**src/rtl/wbdbg_pkg.sv**
```systemverilog
// Shared definitions for the Wishbone debug transaction serializer:
// transaction field widths, framing constants and the frame FSM encoding.
package wbdbg_pkg;

  localparam int TIDBITS  = 13;
  localparam int ADDRBITS = 26;
  localparam int DATABITS = 16;

  // {tid, we, adr, dat_m, dat_s}
  localparam int DEF_BUSBITS = TIDBITS + 1 + ADDRBITS + 2 * DATABITS;

  localparam logic [7:0] DEF_SYNC  = 8'hA5;
  localparam logic [7:0] DROP_MASK = 8'h02;

  typedef enum logic [1:0] {
    ST_IDLE = 2'd0,
    ST_HDR  = 2'd1,
    ST_DATA = 2'd2,
    ST_CSUM = 2'd3
  } state_t;

  // Header byte: sync pattern, with the drop bit folded in when
  // transactions were lost ahead of this frame.
  function automatic logic [7:0] hdr_byte(input logic [7:0] sync, input logic flag);
    return flag ? (sync | DROP_MASK) : sync;
  endfunction

endpackage

```
**src/rtl/fsfifo.sv**
```systemverilog
// First-word-fall-through synchronous FIFO. Head entry is visible on
// data_o whenever empty_o is low; rd_i pops it.
module fsfifo #(
  parameter int WIDTH = 72,
  parameter int DEPTH = 16
) (
  input  logic             clk_i,
  input  logic             rst_i,
  input  logic             wr_i,
  input  logic [WIDTH-1:0] data_i,
  input  logic             rd_i,
  output logic [WIDTH-1:0] data_o,
  output logic             empty_o,
  output logic             full_o
);

  localparam int AW = $clog2(DEPTH);

  logic [WIDTH-1:0] mem_q [DEPTH];
  logic [AW:0]      wptr_q;
  logic [AW:0]      rptr_q;
  logic             wr_en;
  logic             rd_en;

  assign wr_en   = wr_i && !full_o;
  assign rd_en   = rd_i && !empty_o;
  assign empty_o = (wptr_q == rptr_q);
  assign full_o  = (wptr_q[AW] != rptr_q[AW]) && (wptr_q[AW-1:0] == rptr_q[AW-1:0]);
  assign data_o  = mem_q[rptr_q[AW-1:0]];

  // Storage array; contents need no reset since the pointers gate visibility.
  always_ff @(posedge clk_i) begin
    if (wr_en) begin
      mem_q[wptr_q[AW-1:0]] <= data_i;
    end
  end

  // Read/write pointers with an extra wrap bit to tell full from empty.
  always_ff @(posedge clk_i) begin
    if (rst_i) begin
      wptr_q <= '0;
      rptr_q <= '0;
    end else begin
      if (wr_en) wptr_q <= wptr_q + {{AW{1'b0}}, 1'b1};
      if (rd_en) rptr_q <= rptr_q + {{AW{1'b0}}, 1'b1};
    end
  end

endmodule

```
**src/rtl/wbdbg_serializer.sv**
```systemverilog
// Buffers debug-monitor transactions and emits each as a framed byte
// packet (header, payload MSB first, XOR checksum) on a valid/ready port.
//
// state   | meaning
// --------+---------------------------------------------------------
// IDLE    | no frame in flight; waiting for a FIFO entry
// HDR     | header byte pending (first cycle after IDLE sets it up)
// DATA    | payload byte idx_q on the output
// CSUM    | checksum on the output; chains straight into next frame
module wbdbg_serializer
  import wbdbg_pkg::*;
#(
  parameter int         BUSBITS = DEF_BUSBITS,
  parameter int         DEPTH   = 16,
  parameter logic [7:0] SYNC    = DEF_SYNC
) (
  input  logic               i_wb_clk,
  input  logic               i_wb_rst,
  input  logic               i_dbg_stb,
  input  logic [BUSBITS-1:0] i_dbg_txn,
  output logic               o_byte_stb,
  output logic [7:0]         o_byte,
  input  logic               i_byte_rdy,
  output logic [7:0]         o_drop_cnt,
  output logic               o_busy
);

  localparam int         NB       = BUSBITS / 8;
  localparam logic [3:0] LAST_IDX = 4'(NB - 1);

  logic               fifo_empty;
  logic               fifo_full;
  logic               fifo_wr;
  logic               fifo_pop;
  logic [BUSBITS-1:0] fifo_head;
  logic               drop;
  logic               xfer;

  state_t             state_q;
  logic [BUSBITS-1:0] sreg_q;
  logic [3:0]         idx_q;
  logic [7:0]         csum_q;
  logic [7:0]         byte_q;
  logic               stb_q;
  logic               hdr_flag_q;
  logic               drop_flag_q;
  logic [7:0]         drop_cnt_q;

  assign xfer     = stb_q && i_byte_rdy;
  // Full check uses this cycle's flag, so a simultaneous pop never rescues a write.
  assign drop     = i_dbg_stb && fifo_full;
  assign fifo_wr  = i_dbg_stb && !fifo_full;
  assign fifo_pop = !fifo_empty && ((state_q == ST_IDLE) || (state_q == ST_CSUM && xfer));

  assign o_byte_stb = stb_q;
  assign o_byte     = byte_q;
  assign o_drop_cnt = drop_cnt_q;
  assign o_busy     = !fifo_empty || (state_q != ST_IDLE);

  fsfifo #(
    .WIDTH (BUSBITS),
    .DEPTH (DEPTH)
  ) txnfifo (
    .clk_i   (i_wb_clk),
    .rst_i   (i_wb_rst),
    .wr_i    (fifo_wr),
    .data_i  (i_dbg_txn),
    .rd_i    (fifo_pop),
    .data_o  (fifo_head),
    .empty_o (fifo_empty),
    .full_o  (fifo_full)
  );

  // Saturating drop counter and sticky drop flag; a drop on the load cycle wins over the clear.
  always_ff @(posedge i_wb_clk) begin
    if (i_wb_rst) begin
      drop_cnt_q  <= 8'd0;
      drop_flag_q <= 1'b0;
    end else begin
      if (drop && (drop_cnt_q != 8'hFF)) drop_cnt_q <= drop_cnt_q + 8'd1;
      if (drop)          drop_flag_q <= 1'b1;
      else if (fifo_pop) drop_flag_q <= 1'b0;
    end
  end

  // Frame FSM with registered byte/strobe; each state change also stages the next byte.
  always_ff @(posedge i_wb_clk) begin
    if (i_wb_rst) begin
      state_q    <= ST_IDLE;
      sreg_q     <= '0;
      idx_q      <= 4'd0;
      csum_q     <= 8'd0;
      byte_q     <= 8'd0;
      stb_q      <= 1'b0;
      hdr_flag_q <= 1'b0;
    end else begin
      unique case (state_q)
        ST_IDLE: begin
          if (!fifo_empty) begin
            sreg_q     <= fifo_head;
            hdr_flag_q <= drop_flag_q;
            csum_q     <= 8'd0;
            idx_q      <= 4'd0;
            state_q    <= ST_HDR;
          end
        end
        ST_HDR: begin
          if (!stb_q) begin
            stb_q  <= 1'b1;
            byte_q <= hdr_byte(SYNC, hdr_flag_q);
          end else if (i_byte_rdy) begin
            byte_q  <= sreg_q[BUSBITS-1 -: 8];
            idx_q   <= 4'd0;
            state_q <= ST_DATA;
          end
        end
        ST_DATA: begin
          if (xfer) begin
            csum_q <= csum_q ^ byte_q;
            sreg_q <= sreg_q << 8;
            if (idx_q == LAST_IDX) begin
              byte_q  <= csum_q ^ byte_q;
              state_q <= ST_CSUM;
            end else begin
              byte_q <= sreg_q[BUSBITS-9 -: 8];
              idx_q  <= idx_q + 4'd1;
            end
          end
        end
        ST_CSUM: begin
          if (xfer) begin
            if (!fifo_empty) begin
              sreg_q     <= fifo_head;
              hdr_flag_q <= drop_flag_q;
              byte_q     <= hdr_byte(SYNC, drop_flag_q);
              csum_q     <= 8'd0;
              idx_q      <= 4'd0;
              state_q    <= ST_HDR;
            end else begin
              stb_q   <= 1'b0;
              state_q <= ST_IDLE;
            end
          end
        end
        default: begin
          stb_q   <= 1'b0;
          state_q <= ST_IDLE;
        end
      endcase
    end
  end

endmodule

```
**config.mk**
```make
export PLATFORM = sky130hd
export DESIGN_NAME = wbdbg_serializer
export DESIGN_NICKNAME = d
export VERILOG_FILES = /design/src/rtl/wbdbg_pkg.sv /design/src/rtl/fsfifo.sv /design/src/rtl/wbdbg_serializer.sv
export SDC_FILE = /design/constraint.sdc
export NUM_CORES = 1
export LEC_CHECK = 0
export ABC_CLOCK_PERIOD_IN_PS = 6080
export CAP_MARGIN = 15
export CORE_AREA = 2 2 374 376
export DETAILED_ROUTE_END_ITERATION = 8
export DIE_AREA = 0 0 376 378
export SLEW_MARGIN = 20
export SYNTH_ARGS = -nofsm -noshare
export SYNTH_HDL_FRONTEND = slang
export SYNTH_HIERARCHICAL = 1
export SYNTH_SLANG_ARGS = --single-unit
```
**constraint.sdc**
```tcl
create_clock -name i_wb_clk -period 6.08 [get_ports i_wb_clk]
set_input_delay 1.824 -clock i_wb_clk [delete_from_list [all_inputs] [get_ports i_wb_clk]]
set_output_delay 1.824 -clock i_wb_clk [all_outputs]
set_load 0.02 [all_outputs]
```
==> results of run 1 <==
==> stage by stage <==
step                      area, µm²  worst slack (ns)  total power [mW]
after floorplan               49550             1.212             13.69
after global placement        52740            0.9638             14.67
after detailed placement      52740            0.8725             14.76
after CTS                     57060             1.347             22.82
after global routing          57060             1.284             23.44
final                         57060             1.493             22.56
==> Yosys cell counts, types with 8 or more instances <==
master       n
buf_2       23
edfxtp_1  1152
dfxtp_1    119
o22ai_1      9
a211oi_2    60
mux4_2     360
and3_1      17
ha_1        13
nand3_1     11
xnor2_1      9
nand4_1      9
nor2_1      90
mux2i_1     68
buf_4       10
nand2_1     27
o211ai_1     8
a21oi_1     30
inv_1       15
a21o_1       8
a211oi_1     9
mux2_2       8
nand3b_1    11
clkbuf_1    54
buf_6       35
==> where the power goes <==
group          switching (mW)  internal (mW)
registers               0.276           9.84
logic                    2.37           2.02
clock network            3.29           4.75
==> critical path, delay by kind of cell, from the launching register on <==
| family | cells | cell delay, ns |
|---|---|---|
| flip-flops | 1 | 0.39 |
| AND/OR/NAND/NOR | 2 | 0.21 |
| XOR/XNOR | 1 | 0.50 |
| buffers and inverters | 2 | 0.90 |
==> path summary, 6_finish.rpt <==
kind / start / end / slack [ns] / depth (start not counted)
worst max-delay path: txnfifo/wptr_q[4] / o_busy / 1.49 / 5
worst min-delay path: sreg_q[0] / sreg_q[0] / 0.46 / 2
worst max register to register: txnfifo/rptr_q[4] / txnfifo/mem_q[6][7] / 2.12 / 6
worst min register to register: sreg_q[0] / sreg_q[0] / 0.46 / 2
==> per-layer routing <==
metal / up-vias / track usage (%) / share of wire [%] / wire length, µm
met2: 742 / 25.29 / 48 / 54090
met3: 141 / 3.034 / 5.6 / 6327
li1: 9806 / - / - / -
met4: 0 / 3.562 / 1.6 / 1807
met1: 12541 / 22.56 / 45 / 50120
met5: - / 0 / 0 / 0
==> state kept, by name, summed over array words and instances, names as in the netlist, named ones only <==
register        cells
txnfifo/mem_q    1152
sreg_q             72
csum_q              8
o_byte              8
o_drop_cnt          8
txnfifo/rptr_q      5
txnfifo/wptr_q      5
idx_q               4
state_q             2
drop_flag_q         1
hdr_flag_q          1
o_byte_stb          1
==> cell type report <==
type                    instances  area share, %
diodes                          1       0.004385
repair buffers                154          2.853
multi-input cells             828          20.67
flip-flops and latches       1271          64.82
inverters                      16         0.1052
well taps                    1807          3.962
clock buffers                 168          6.172
clock inverters                73          1.403
==> kinds of logic (layout without fill, tap and decap cells) <==
family / Yosys count / in the layout / share of synthesized area, %
xor+xnor: 15 / 15 / 0.2652
mux: 438 / 438 / 17.97
flops: 1271 / 1271 / 74.63
compound gates: 162 / 162 / 2.990
buf+inv: 146 / 411 / 1.773
other cells: 0 / 1 / 0
fa+ha+maj: 13 / 13 / 0.3283
simple gates: 200 / 200 / 2.048
==> reports/metrics.csv, run 1 <==
stage,metric,value,unit
run_status,status,finished clean,
finish,most frequent cells in the layout,"edfxtp_1, mux4_2, clkbuf_16",
setup_path,critical path's slowest cell,clkdlybuf4s50_1,
pwr,worst vdd ir,352.5,µV
routing,Vias/cell,5.380,
finish,Reg area,36990,µm²
routing,TritonRoute pass-1 iters,5,
setup_path,arrival time worst endpoint,2.76,ns
timing,Clock Skew,0.03162,ns
finish,area occupied by multi-input gates,11800,µm²
setup_path,crit path max fanout,11,
finish,FILL cells,11842,
yosys,Netlist cell types,65,
placed_design,GPL Wtd Cong,0.7396,
timing,final max-slew violation count,0,
timing,Max-slew headroom,30.17,%
placed_design,placed cell count,4076,
timing,final setup violation count,0,
setup_path,critical path cell sequence,xor2_1 -> nor2_1 -> buf_4 -> nand2_1 -> clkdlybuf4s50_1,
setup_path,Setup crit start kind,register,
yosys,synthesized cell area,49550,µm²
yosys,Synth Instances,2245,
clocking,# clock sinks,1271,
grt,largest net degree at the start of global routing,106,
timing,Tmin final,4.587,ns
finish,non-filler instance count after layout,4318,
pwr,PwrDens,395.3,nW/µm²
yosys,syn avg cell area,22.07,µm²
placed_design,HPWL after detailed placement,67540,µm
grt,vias in the first global route,23923,
die,Die Ht,378,µm
setup_path,"slowest stage delay, CP",0.70,ns
finish,Final nets,2492,
clocking,clock root cell,clkbuf_16,
clocking,hold_buf cts,0,
setup_path,WP data required,4.26,ns
placed_design,Buffers on Ports,93,
die,Die X,376,µm
clocking,clk buf depth,3,
routing,Detailed Route WL,112300,µm
timing,worst slew pin tran,1.043,ns
yosys,post-synthesis net count,2334,
timing,worst hold slack,0.4610,ns
setup_path,crit end category,output port,
grt,initial antenna violation count,3,
finish,Area growth syn-to-layout,15.17,%
yosys,Yosys warnings,6,
yosys,Synth top area share,69.82,%
job,Max Cap Viol,0,
clocking,H-tree Lvls,4,
clocking,CTS tree,yes,
grt,GRT Total Usage,15.83,%
yosys,"Async S/R FF share, synth",0,%
grt,global-route wire length before repair,165500,µm
finish,"most common cell after layout, fill and taps aside",edfxtp_1,
die,Initial Util,35.77,%
finish,layout cells sized above 1,28.13,%
yosys,Yosys reg bits,1271,
clocking,clock latency on the worst-skew pair,0.75,ns
routing,Via Count,23230,
clocking,clock-pin slew on the worst setup and hold paths,0.06,ns
timing,Max Clk Rate,0.2180,GHz
yosys,Yosys top cell by area,edfxtp_1,
yosys,top_reg_cell synth,edfxtp_1,
min_path,HP Class,register to register,
clocking,cts bufs inserted,132,
timing,Tcrit/Tclk final,75.45,%
timing,final setup TNS,0,ns
timing,RSZ-0062 raised after global routing,false,
timing,count of final hold-check violations,0,
die,Top Ports,94,
pwr,Leak,17.16,nW
routing,Antenna Violating Nets Remaining,0,
die,num rows,137,
routing,Routed WL per cell,26.02,µm
routing,drt drc,0,
die,die area,142100,µm²
grt,grt ovf,0,
yosys,number of synthesized flops with an enable pin,1152,
yosys,synth top area cells,"edfxtp_1, mux4_2, dfxtp_1, a211oi_2, mux2i_1",
clocking,setup bufs post-CTS,0,
finish,Util after Layout,41.20,%
setup_path,critical path class,register to output port,
die,core region area,138500,µm²
clocking,post-cts resize count,0,
routing,initial drt markers,2231,
yosys,register area share after synthesis,74.63,%
No activity file was read; power rests on OpenSTA's default activity.
==> run 2: changes to the inputs <==
ABC_CLOCK_PERIOD_IN_PS = 3700   (was 6080)
clock period = 3.7 ns   (was 6.08 ns; I/O delays follow)
==> reports/metrics.csv, run 2 (synthesis results as in run 1) <==
stage,metric,value,unit
die,num rows,137,
grt,GRT Total Usage,16.01,%
die,Die X,376,µm
timing,count of final hold-check violations,0,
setup_path,arrival time worst endpoint,2.35,ns
setup_path,WP data required,2.59,ns
finish,non-filler instance count after layout,4369,
placed_design,"worst slack, placed",0.2620,ns
placed_design,Buffers on Ports,93,
finish,Area growth syn-to-layout,16.92,%
die,core region area,138500,µm²
finish,Largest register FFs,1152,
timing,worst slew pin tran,0.9182,ns
routing,Vias/cell,5.352,
timing,Tmin final,3.456,ns
timing,Max Clk Rate,0.2894,GHz
clocking,setup bufs post-CTS,0,
timing,final max-slew violation count,0,
pwr,PwrDens,634.7,nW/µm²
min_path,WHS Path Cells,2,
clocking,clock-pin slew on the worst setup and hold paths,0.06,ns
clocking,clock root cell,clkbuf_16,
placed_design,placed cell count,4125,
clocking,clock latency on the worst-skew pair,0.76,ns
grt,initial antenna violation count,9,
finish,most frequent cells in the layout,"edfxtp_1, mux4_2, clkbuf_16",
finish,layout cells sized above 1,29.41,%
setup_path,crit end category,output port,
clocking,cts bufs inserted,134,
clocking,clk buf depth,3,
die,die area,142100,µm²
setup_path,crit path max fanout,7,
timing,Clock Skew,0.02397,ns
routing,Antenna Violating Nets Remaining,0,
pwr,Leak,17.49,nW
placed_design,HPWL after detailed placement,69080,µm
die,Initial Util,35.77,%
routing,drt drc,0,
clocking,# clock sinks,1271,
setup_path,Worst Setup EP,o_busy,
clocking,H-tree Lvls,4,
finish,"most common cell after layout, fill and taps aside",edfxtp_1,
grt,vias in the first global route,24261,
routing,Via Count,23383,
routing,TritonRoute pass-1 iters,5,
timing,final setup TNS,0,ns
setup_path,Setup crit start kind,register,
timing,RSZ-0062 raised after global routing,false,
setup_path,flop2flop setup slack,0.78,ns
timing,Tcrit/Tclk final,93.40,%
timing,Max-slew headroom,38.79,%
grt,global-route wire length before repair,166700,µm
pwr,worst vdd ir,474.2,µV
job,Max Cap Viol,0,
setup_path,r2r worst-path depth,6,
timing,final setup margin,0.2442,ns
routing,Routed WL per cell,25.91,µm
setup_path,Critical Path Source,txnfifo/wptr_q[2],
clocking,hold_buf cts,0,
grt,grt ovf,0,
clocking,CTS tree,yes,
setup_path,r2r endpoint,sreg_q[15],
min_path,HP Class,register to register,
run_status,status,finished clean,
clocking,post-cts resize count,1,
timing,final setup violation count,0,
die,Die Ht,378,µm
grt,largest net degree at the start of global routing,76,
placed_design,GPL Wtd Cong,0.7536,
finish,Final nets,2543,
setup_path,critical path class,register to output port,
routing,Detailed Route WL,113200,µm
routing,initial drt markers,2287,
die,Top Ports,94,
-- run 2: worst min-delay path by stage --
stage	start	to	slack, ns
2_1_floorplan	sreg_q[1]	sreg_q[1]	0.43
3_3_place_gp	sreg_q[0]	sreg_q[0]	0.45
3_5_place_dp	sreg_q[1]	sreg_q[1]	0.46
4_1_cts	sreg_q[0]	sreg_q[0]	0.46
5_1_grt	sreg_q[0]	sreg_q[0]	0.50
6_report	sreg_q[0]	sreg_q[0]	0.46
-- run 2: power by group --
group,switching [mW],internal [mW],total [mW],leakage (nW)
clock,5.39,7.31,12.7,2.03
combinational,3.98,3.50,7.48,4.08
sequential,0.425,16.2,16.6,11.4
total,9.79,27.0,36.8,17.5
-- run 2: worst max-delay path: stages (launching register included) --
cell	delay [ns]
dfxtp_1	0.46
xnor2_1	0.18
nand4_1	0.20
nor2_1	0.24
nand2_1	0.13
dlygate4sd2_1	0.38
-- run 2: area by class of cell --
cell class	instances	area, µm²
Timing Repair Buffer	203	2645
Antenna cell	2	5.005
Tap cell	1807	2261
Multi-Input combinational cell	828	11800
Sequential cell	1271	36990
Clock buffer	170	3635
Clock inverter	72	533.0
Fill cell	11864	80580
Inverter	16	60.06
-- run 2: per-stage QoR --
stage	area [µm²]	hold WS (ns)	total power, mW	utilization, %
floorplan	49580	0.4316	22.50	-
global placement	53760	0.4527	24.37	38.81
detailed placement	53760	0.4553	24.49	38.81
CTS	57920	0.4628	37.24	41.82
global route	57920	0.5007	38.25	41.82
finish	57930	0.4562	36.77	41.82
-- run 2: metal layers --
metal / up-vias / global-route usage (%) / part of all wire, % / wire, µm
met2: 704 / 26.72 / 50 / 56600
met4: 8 / 4.400 / 2.0 / 2237
met5: - / 0 / 0.040 / 45
met3: 160 / 2.884 / 5.3 / 6040
li1: 9911 / - / - / -
met1: 12600 / 21.59 / 43 / 48270
==> run 3: changes to the inputs <==
CORE_AREA = 10 10 382 384   (was 2 2 374 376)
DIE_AREA = 0 0 392 394   (was 0 0 376 378)
SLEW_MARGIN = 30   (was 20)
==> reports/metrics.csv, run 3 (synthesis results as in run 1) <==
stage,metric,value,unit
clocking,H-tree Lvls,4,
grt,GRT Total Usage,14.47,%
die,Die Ht,394,µm
clocking,clock root cell,clkbuf_16,
routing,Via Count,23264,
grt,grt ovf,0,
clocking,post-cts resize count,2,
setup_path,crit end category,output port,
pwr,Leak,17.61,nW
finish,"most common cell after layout, fill and taps aside",edfxtp_1,
clocking,clk buf depth,3,
setup_path,crit path max fanout,7,
timing,Tcrit/Tclk final,91.08,%
routing,Vias/cell,5.321,
run_status,status,finished clean,
die,core region area,138500,µm²
clocking,cts bufs inserted,134,
clocking,# clock sinks,1271,
setup_path,critical path cell sequence,xnor2_1 -> nand4_1 -> nor2_1 -> nand2_1 -> dlygate4sd2_1,
placed_design,GPL Wtd Cong,0.7530,
min_path,HP Class,register to register,
routing,Antenna Violating Nets Remaining,0,
setup_path,Setup crit start kind,register,
timing,Tmin final,3.370,ns
die,num rows,137,
clocking,setup bufs post-CTS,0,
min_path,HP Start,sreg_q[2],
setup_path,arrival time worst endpoint,2.26,ns
die,Initial Util,35.77,%
pwr,PwrDens,642.5,nW/µm²
pwr,worst vdd ir,402.6,µV
placed_design,Placed Area,53810,µm²
timing,final setup violation count,0,
routing,Routed WL per cell,25.56,µm
clocking,hold_buf cts,0,
finish,most frequent cells in the layout,"edfxtp_1, mux4_2, clkbuf_16",
timing,worst slew pin tran,0.8289,ns
timing,Clock Skew,0.02508,ns
setup_path,critical path class,register to output port,
finish,Largest register FFs,1152,
routing,initial drt markers,1937,
setup_path,"slowest stage delay, CP",0.46,ns
setup_path,WP buf/inv,1,
placed_design,Buffers on Ports,93,
timing,count of final hold-check violations,0,
routing,TritonRoute pass-1 iters,5,
grt,initial antenna violation count,12,
setup_path,Critical Path Source,txnfifo/wptr_q[2],
die,Die X,392,µm
timing,final setup TNS,0,ns
clocking,CTS tree,yes,
timing,final max-slew violation count,0,
finish,area occupied by multi-input gates,11810,µm²
grt,vias in the first global route,24572,
placed_design,"worst slack, placed",0.3412,ns
finish,FILL cells,11763,
die,die area,154400,µm²
routing,Detailed Route WL,111800,µm
clocking,clock-pin slew on the worst setup and hold paths,0.06,ns
routing,drt drc,0,
grt,largest net degree at the start of global routing,84,
finish,Final nets,2548,
timing,final setup margin,0.3301,ns
finish,Finished Cell Area,58130,µm²
setup_path,critical path's slowest cell,dfxtp_1,
finish,Reg area,36990,µm²
setup_path,WP data required,2.59,ns
setup_path,"delay-heaviest family, CP",simple AND/OR/NAND/NOR gates,
die,Top Ports,94,
timing,RSZ-0062 raised after global routing,false,
grt,global-route wire length before repair,167100,µm
timing,Max-slew headroom,44.57,%
timing,Max Clk Rate,0.2967,GHz
placed_design,HPWL after detailed placement,69630,µm
job,Max Cap Viol,0,
clocking,clock latency on the worst-skew pair,0.75,ns
finish,layout cells sized above 1,29.64,%
finish,Area growth syn-to-layout,17.32,%
run 3: area by class of cell:
cell class | instances | area share, %
antenna | 1 | 0.004305
clock buffer | 180 | 6.283
clock inverter | 61 | 1.137
inverter | 16 | 0.1033
multi-input combinational | 828 | 20.31
sequential | 1271 | 63.64
tap | 1807 | 3.890
timing repair buffer | 208 | 4.637
run 3: where the power goes:
| part | internal, mW | total (mW) | switching [mW] |
|---|---|---|---|
| Clock | 7.79 | 13.2 | 5.38 |
| Sequential | 16.2 | 16.6 | 0.417 |
| Combinational | 3.60 | 7.59 | 3.99 |
run 3: per-stage QoR:
stage                     hold slack, ns  cells  total power [mW]  util [%]
after floorplan                   0.4316   2245             22.50         -
after global placement            0.4415   4130             24.52     38.85
after detailed placement          0.4492   4130             24.59     38.85
after CTS                         0.4610   4371             37.81     41.97
after global routing              0.4873   4371             38.89     41.97
final                             0.4592   4372             37.35     41.97
run 3: worst paths after layout:
path | end | slack [ns] | depth (start not counted)
setup / recovery | o_busy | 0.33 | 5
hold / removal | sreg_q[2] | 0.46 | 2
setup reg to reg | sreg_q[69] | 0.72 | 6
hold reg to reg | sreg_q[2] | 0.46 | 2
run 3: tightest hold or removal path: stages, from the launching register on:
cell and delay (ns):
dfxtp_1 0.31, nand2_1 0.05, a21oi_1 0.05
run 3: metal layers:
layer,global-route usage (%),up-vias,part of all wire (%)
li1,-,9925,-
met1,19.68,12551,43
met2,23.71,610,49
met3,2.658,170,5.2
met4,4.089,8,2.2
met5,0,-,0.043
